`config.mk`:
```
export PLATFORM = sky130hd
export DESIGN_NAME = usb_frame_decoder
export DESIGN_NICKNAME = d
export VERILOG_FILES = /design/src/rtl/usb_pkg.sv /design/src/rtl/usb_byte_fifo.sv /design/src/rtl/usb_frame_decoder.sv
export SDC_FILE = /design/constraint.sdc
export NUM_CORES = 1
export LEC_CHECK = 0
export BUFFER_PORTS_ARGS = -buffer_cell sky130_fd_sc_hd__buf_2
export CAP_MARGIN = 15
export CORE_UTILIZATION = 40
export DETAILED_ROUTE_END_ITERATION = 8
export MAX_ROUTING_LAYER = met4
export PLACE_DENSITY = 0.57
export RECOVER_POWER = 100
export SLEW_MARGIN = 25
export SYNTH_ARGS = -nofsm -noshare
export SYNTH_HDL_FRONTEND = slang
export SYNTH_HIERARCHICAL = 1
export SYNTH_SLANG_ARGS = --single-unit
export TNS_END_PERCENT = 5
```
`constraint.sdc`:
```
create_clock -name ck -period 2.9 [get_ports ck]
set_input_delay 0.29 -clock ck [delete_from_list [all_inputs] [get_ports ck]]
set_output_delay 0.29 -clock ck [all_outputs]
set_load 0.005 [all_outputs]
```
`src/rtl/usb_pkg.sv`:
```
`default_nettype none
// ============================================================================
//  Module      : usb_pkg
//  Description : Frame layout constants, FSM state encoding and a byte
//                extraction helper shared by USBReader, USBSender and the
//                receive-side frame decoder.
//  Revision    : 1.0 - initial release
// ============================================================================
package usb_pkg;

    localparam int FRAME_W   = 11;
    localparam int START_BIT = 10;
    localparam int DATA_MSB  = 9;
    localparam int DATA_LSB  = 2;
    localparam int PAR_BIT   = 1;
    localparam int STOP_BIT  = 0;

    // Decoder sequencing: one frame walks IDLE -> CHECK -> PUSH/REJECT -> IDLE
    typedef enum logic [1:0] {
        ST_IDLE   = 2'd0,
        ST_CHECK  = 2'd1,
        ST_PUSH   = 2'd2,
        ST_REJECT = 2'd3
    } dec_state_t;

    // Data goes out LSB first, so the frame's top data bit is byte bit 0
    function automatic logic [7:0] frame_to_byte(input logic [FRAME_W-1:0] frame);
        logic [7:0] b;
        b = '0;
        for (int i = 0; i <= DATA_MSB - DATA_LSB; i++) begin
            b[i] = frame[DATA_MSB - i];
        end
        return b;
    endfunction

endpackage
`default_nettype wire

```
`src/rtl/usb_byte_fifo.sv`:
```
`default_nettype none
// ============================================================================
//  Module      : usb_byte_fifo
//  Description : First-word fall-through byte FIFO with circular pointers and
//                an explicit occupancy counter. A pop in the same cycle as a
//                push makes room for it, even when the FIFO is full.
//  Revision    : 1.0 - initial release
// ============================================================================
module usb_byte_fifo #(
    parameter int DEPTH = 4
) (
    input  logic                     clk,
    input  logic                     rst,
    input  logic                     i_wr_en,
    input  logic [7:0]               i_wr_data,
    input  logic                     i_rd_en,
    output logic                     o_wr_accept,
    output logic                     o_valid,
    output logic [7:0]               o_data,
    output logic [$clog2(DEPTH):0]   o_fill
);

    localparam int c_PTR_W  = $clog2(DEPTH);
    localparam int c_FILL_W = $clog2(DEPTH) + 1;

    logic [7:0]          r_mem [DEPTH];
    logic [c_PTR_W-1:0]  r_wr_ptr;
    logic [c_PTR_W-1:0]  r_rd_ptr;
    logic [c_FILL_W-1:0] r_fill;

    logic w_full;
    logic w_rd_fire;
    logic w_wr_fire;

    assign w_full      = (r_fill == c_FILL_W'(DEPTH));
    assign w_rd_fire   = i_rd_en && (r_fill != '0);
    // The pop frees a slot before the push is considered
    assign o_wr_accept = !w_full || w_rd_fire;
    assign w_wr_fire   = i_wr_en && o_wr_accept;

    // Storage array; cleared on reset so the head reads zero when empty
    always_ff @(posedge clk) begin
        if (rst) begin
            for (int i = 0; i < DEPTH; i++) begin
                r_mem[i] <= '0;
            end
        end else if (w_wr_fire) begin
            r_mem[r_wr_ptr] <= i_wr_data;
        end
    end

    // Pointers wrap naturally because DEPTH is a power of two
    always_ff @(posedge clk) begin
        if (rst) begin
            r_wr_ptr <= '0;
            r_rd_ptr <= '0;
            r_fill   <= '0;
        end else begin
            if (w_wr_fire) begin
                r_wr_ptr <= r_wr_ptr + c_PTR_W'(1);
            end
            if (w_rd_fire) begin
                r_rd_ptr <= r_rd_ptr + c_PTR_W'(1);
            end
            case ({w_wr_fire, w_rd_fire})
                2'b10:   r_fill <= r_fill + c_FILL_W'(1);
                2'b01:   r_fill <= r_fill - c_FILL_W'(1);
                default: r_fill <= r_fill;
            endcase
        end
    end

    assign o_valid = (r_fill != '0);
    assign o_data  = r_mem[r_rd_ptr];
    assign o_fill  = r_fill;

endmodule
`default_nettype wire

```
`src/rtl/usb_frame_decoder.sv`:
```
`default_nettype none
// ============================================================================
//  Module      : usb_frame_decoder
//  Description : Takes each 11-bit frame from USBReader on the rising edge of
//                word_ready, checks start/stop/odd parity, queues good bytes
//                in a small FIFO and keeps sticky error flags plus a
//                saturating rejected-frame counter.
//  Revision    : 1.0 - initial release
// ============================================================================
module usb_frame_decoder
    import usb_pkg::*;
#(
    parameter int DEPTH = 4,
    parameter int CNT_W = 8
) (
    input  logic                   ck,
    input  logic                   reset,
    input  logic                   word_ready,
    input  logic [FRAME_W-1:0]     word,
    output logic                   byte_valid,
    output logic [7:0]             byte_data,
    input  logic                   byte_ready,
    output logic                   frame_err,
    output logic                   parity_err,
    output logic                   overrun,
    output logic [CNT_W-1:0]       err_count,
    input  logic                   clear_err,
    output logic [$clog2(DEPTH):0] fill
);

    localparam logic [CNT_W-1:0] c_CNT_MAX = '1;

    dec_state_t          r_state;
    dec_state_t          w_state_next;
    logic                r_word_ready_d;
    logic [FRAME_W-1:0]  r_frame;

    logic w_rise;
    logic w_latch;
    logic w_push_req;
    logic w_start_ok;
    logic w_stop_ok;
    logic w_par_ok;
    logic w_frame_ok;
    logic w_fifo_accept;
    logic w_rej_evt;
    logic w_ovr_evt;
    logic w_err_evt;

    logic                r_frame_err;
    logic                r_parity_err;
    logic                r_overrun;
    logic [CNT_W-1:0]    r_err_count;

    assign w_rise     = word_ready && !r_word_ready_d;
    assign w_start_ok = !r_frame[START_BIT];
    assign w_stop_ok  = r_frame[STOP_BIT];
    assign w_par_ok   = ^r_frame[DATA_MSB:PAR_BIT];
    assign w_frame_ok = w_start_ok && w_stop_ok && w_par_ok;

    // Edge-detect register and frame capture
    always_ff @(posedge ck) begin
        if (reset) begin
            r_word_ready_d <= 1'b0;
            r_frame        <= '0;
        end else begin
            r_word_ready_d <= word_ready;
            if (w_latch) begin
                r_frame <= word;
            end
        end
    end

    // FSM state register
    always_ff @(posedge ck) begin
        if (reset) begin
            r_state <= ST_IDLE;
        end else begin
            r_state <= w_state_next;
        end
    end

    // Next-state and per-state strobes; edges seen outside IDLE are dropped
    always_comb begin
        w_state_next = r_state;
        w_latch      = 1'b0;
        w_push_req   = 1'b0;
        w_rej_evt    = 1'b0;
        case (r_state)
            ST_IDLE: begin
                if (w_rise) begin
                    w_latch      = 1'b1;
                    w_state_next = ST_CHECK;
                end
            end
            ST_CHECK: begin
                w_state_next = w_frame_ok ? ST_PUSH : ST_REJECT;
            end
            ST_PUSH: begin
                w_push_req   = 1'b1;
                w_state_next = ST_IDLE;
            end
            ST_REJECT: begin
                w_rej_evt    = 1'b1;
                w_state_next = ST_IDLE;
            end
            default: begin
                w_state_next = ST_IDLE;
            end
        endcase
    end

    assign w_ovr_evt = w_push_req && !w_fifo_accept;
    assign w_err_evt = w_ovr_evt || w_rej_evt;

    // Sticky flags and counter; a same-cycle error beats clear_err
    always_ff @(posedge ck) begin
        if (reset) begin
            r_frame_err  <= 1'b0;
            r_parity_err <= 1'b0;
            r_overrun    <= 1'b0;
            r_err_count  <= '0;
        end else begin
            if (clear_err) begin
                r_frame_err  <= 1'b0;
                r_parity_err <= 1'b0;
                r_overrun    <= 1'b0;
                r_err_count  <= '0;
            end
            if (w_ovr_evt) begin
                r_overrun <= 1'b1;
            end
            if (w_rej_evt && (!w_start_ok || !w_stop_ok)) begin
                r_frame_err <= 1'b1;
            end
            if (w_rej_evt && !w_par_ok) begin
                r_parity_err <= 1'b1;
            end
            if (w_err_evt) begin
                if (clear_err) begin
                    r_err_count <= CNT_W'(1);
                end else if (r_err_count != c_CNT_MAX) begin
                    r_err_count <= r_err_count + CNT_W'(1);
                end
            end
        end
    end

    usb_byte_fifo #(
        .DEPTH(DEPTH)
    ) u_fifo (
        .clk         (ck),
        .rst         (reset),
        .i_wr_en     (w_push_req),
        .i_wr_data   (frame_to_byte(r_frame)),
        .i_rd_en     (byte_ready),
        .o_wr_accept (w_fifo_accept),
        .o_valid     (byte_valid),
        .o_data      (byte_data),
        .o_fill      (fill)
    );

    assign frame_err  = r_frame_err;
    assign parity_err = r_parity_err;
    assign overrun    = r_overrun;
    assign err_count  = r_err_count;

endmodule
`default_nettype wire

```
==> results_dict.tcl <==
set metrics [dict create \
    synthesis.nets 283 \
    cts_root_buf "clkbuf_8" \
    wl_per_cell_microns 13.7 \
    die_h_microns 88.1 \
    crit_path_end_kind "flop" \
    power_density_nw_per_um2 592 \
    path_max_fanout 7 \
    cts_tree "done" \
    grt_setup_unrepaired "no" \
    cts_hold_repair.buffers 0 \
    synth-main-ff-cell "dfxtp_1" \
    fin_hold_ws_ns 0.189 \
    grt_pass1_vias 1792 \
    place.gp.congestion 0.810 \
    worstMarginPinSlew_ns 1.48 \
    drc 0 \
    port_buffers 38 \
    outcome "finished, final reports clean" \
    drt_iter0_drc 64 \
    area_delta_synth_final_pct 14.2 \
    die_w_microns 88.1 \
    vdd_drop_max_uv 220 \
    finalCriticalPeriod_ns 2.44 \
    gr-usage-all-layers_pct 16.2 \
    clock_path_buffers 2 \
    cts-htree-levels 3 \
    route.vias.total 2034 \
    hpwl_mm 3.84 \
    finalCritPeriodShare_pct 84.1 \
    rows 31 \
    finalSetupViolations 0 \
    clock-sinks 66 \
    hold_path.class "in -> reg" \
    async_reset_ff_share_pct 0 \
    mostFrequentLayoutCell "dfxtp_1" \
    die_area_sq_um 7760 \
    ant_nets 0 \
    antenna_found_initial 0 \
    drive_gt1_share_pct 18.2 \
    cap_violations 0 \
    syn_area_per_cell_sq_um 11.2 \
    netlist_instances 264 \
    reg2reg_from "u_fifo/o_fill[1]" \
    via_per_inst 4.92 \
    synth_edf_count 32 \
    dr.pass1.iters 4 \
    fillers 730 \
    antenna_cells 0 \
    dpl.cell_count 397 \
    synth-seq-cells 66 \
    grt_overflow 0 \
    required_ns 3.17 \
    clk_pin_slew_ns 0.07 \
    postPlaceCellArea_sq_um 3290 \
    cp-start-kind "flop" \
    post_cts_resized 0 \
    postLayoutCoreUtil_pct 46.9 \
    finalWorstSetupSlack_ns 0.461 \
    grt_max_degree 37 \
    post-place-ws_ns 0.563 \
    post-cts-setup-buffers 0 \
    relSlewSlack_pct 1.28 \
    timing.fmax_mhz 410 \
    slew_violations 0 \
    grt_pass1_wl_mm 8.90 \
    final_cell_area_sq_um 3380 \
    startpoint "u_fifo/o_fill[1]" \
    cts_buffers 9 \
    nNetsFinal 328 \
    p_leak_nw 1.26 \
    initial_utilization_pct 41.1 \
    mostFrequentLayoutCells "dfxtp_1 (34), buf_2 (32), edfxtp_1 (32)" \
    synth_area_sq_um 2960 \
    ios 39 \
    routed_wl_mm 5.65 \
    stdcell_count 413 \
    clock_latency_ns 0.34 \
    synth_seq_area_share_pct 55.4 \
    tns_ns 0 \
    finalPower_mw 2.01 \
    critPathKind "reg -> reg" \
    hold_violations 0 \
    core_area_sq_um 7210 \
    fin_skew_ns 0.0138 \
    synth_cell_types 49 \
    ys_warn_count 6 \
    hp-start "word[1]" \
    arrival_ns 2.71 \
]
## worst max-delay path, stage by stage, from the launching register on
cell      delay (ns)
dfxtp_1         0.36
nor4b_1         0.44
clkbuf_1        0.29
inv_1           0.12
or2b_1          0.30
nand3_1         0.18
or4_1           0.54
a21oi_1         0.14
## cell usage after synthesis, types with 3 or more instances
cell type | count | area (sq um)
a21oi_1 | 20 | 100
or3_1 | 6 | 37.5
and3_1 | 3 | 18.8
xnor2_1 | 6 | 52.6
xor2_1 | 4 | 35.0
and2_1 | 34 | 213
mux4_2 | 8 | 180
edfxtp_1 | 32 | 961
o21ai_0 | 4 | 20.0
nand4_1 | 3 | 18.8
nor3_1 | 7 | 35.0
nor2_1 | 14 | 52.6
nand2_1 | 29 | 109
dfxtp_1 | 34 | 681
clkbuf_1 | 7 | 26.3
inv_1 | 11 | 41.3
## logic make-up after synthesis
kind of cell | count (synthesis) | share of synthesized area [%]
AOI/OAI and AO/OA | 41 | 8.74
xor gates and xnor gates | 11 | 3.72
adders and majority gates | 3 | 1.52
buffers and inverters | 21 | 2.74
DFF | 66 | 55.4
muxes | 9 | 6.42
and+or+nand+nor | 113 | 21.5
## path summary, 6_finish.rpt
kind | depth (start not counted) | slack (ns) | to
setup reg to reg | 7 | 0.46 | err_count[5]
setup / recovery | 7 | 0.46 | err_count[5]
hold reg to reg | 2 | 0.46 | r_frame[10]
hold / removal | 3 | 0.19 | r_frame[1]
## routing by layer
layer / wire length (microns) / vias up / GRT usage, % / share of wire, %
li1: - / 1032 / - / -
met1: 2660 / 948 / 20.9 / 47
met2: 2660 / 43 / 24.7 / 47
met3: 220 / 11 / 3.11 / 3.9
met4: 110 / 0 / 7.48 / 1.9
met5: 0 / - / - / 0
## power by group
| group | total [mW] | internal (mW) | switching [mW] |
|---|---|---|---|
| Clock | 0.663 | 0.306 | 0.356 |
| Combinational | 0.261 | 0.137 | 0.124 |
| Sequential | 1.08 | 1.02 | 0.0572 |
| Total | 2.01 | 1.47 | 0.537 |
## area by class of cell
class	instances	area, sq um	share of cell area (%)
clock inverters	7	46.3	1.37
multi-input cells	177	1200	35.5
flip-flops and latches	66	1640	48.5
clock buffers	9	124	3.66
inverters	11	41.3	1.22
well taps	99	124	3.66
repair buffers	44	205	6.06
## state kept, by name, summed over array words and instances (netlist names), named ones only
register         cells
frame_err            1
parity_err           1
err_count            8
u_fifo/r_wr_ptr      2
overrun              1
u_fifo/o_fill        3
r_word_ready_d       1
r_state              2
u_fifo/r_rd_ptr      2
u_fifo/r_mem        32
r_frame             11
(Power assumes the default switching activity.)
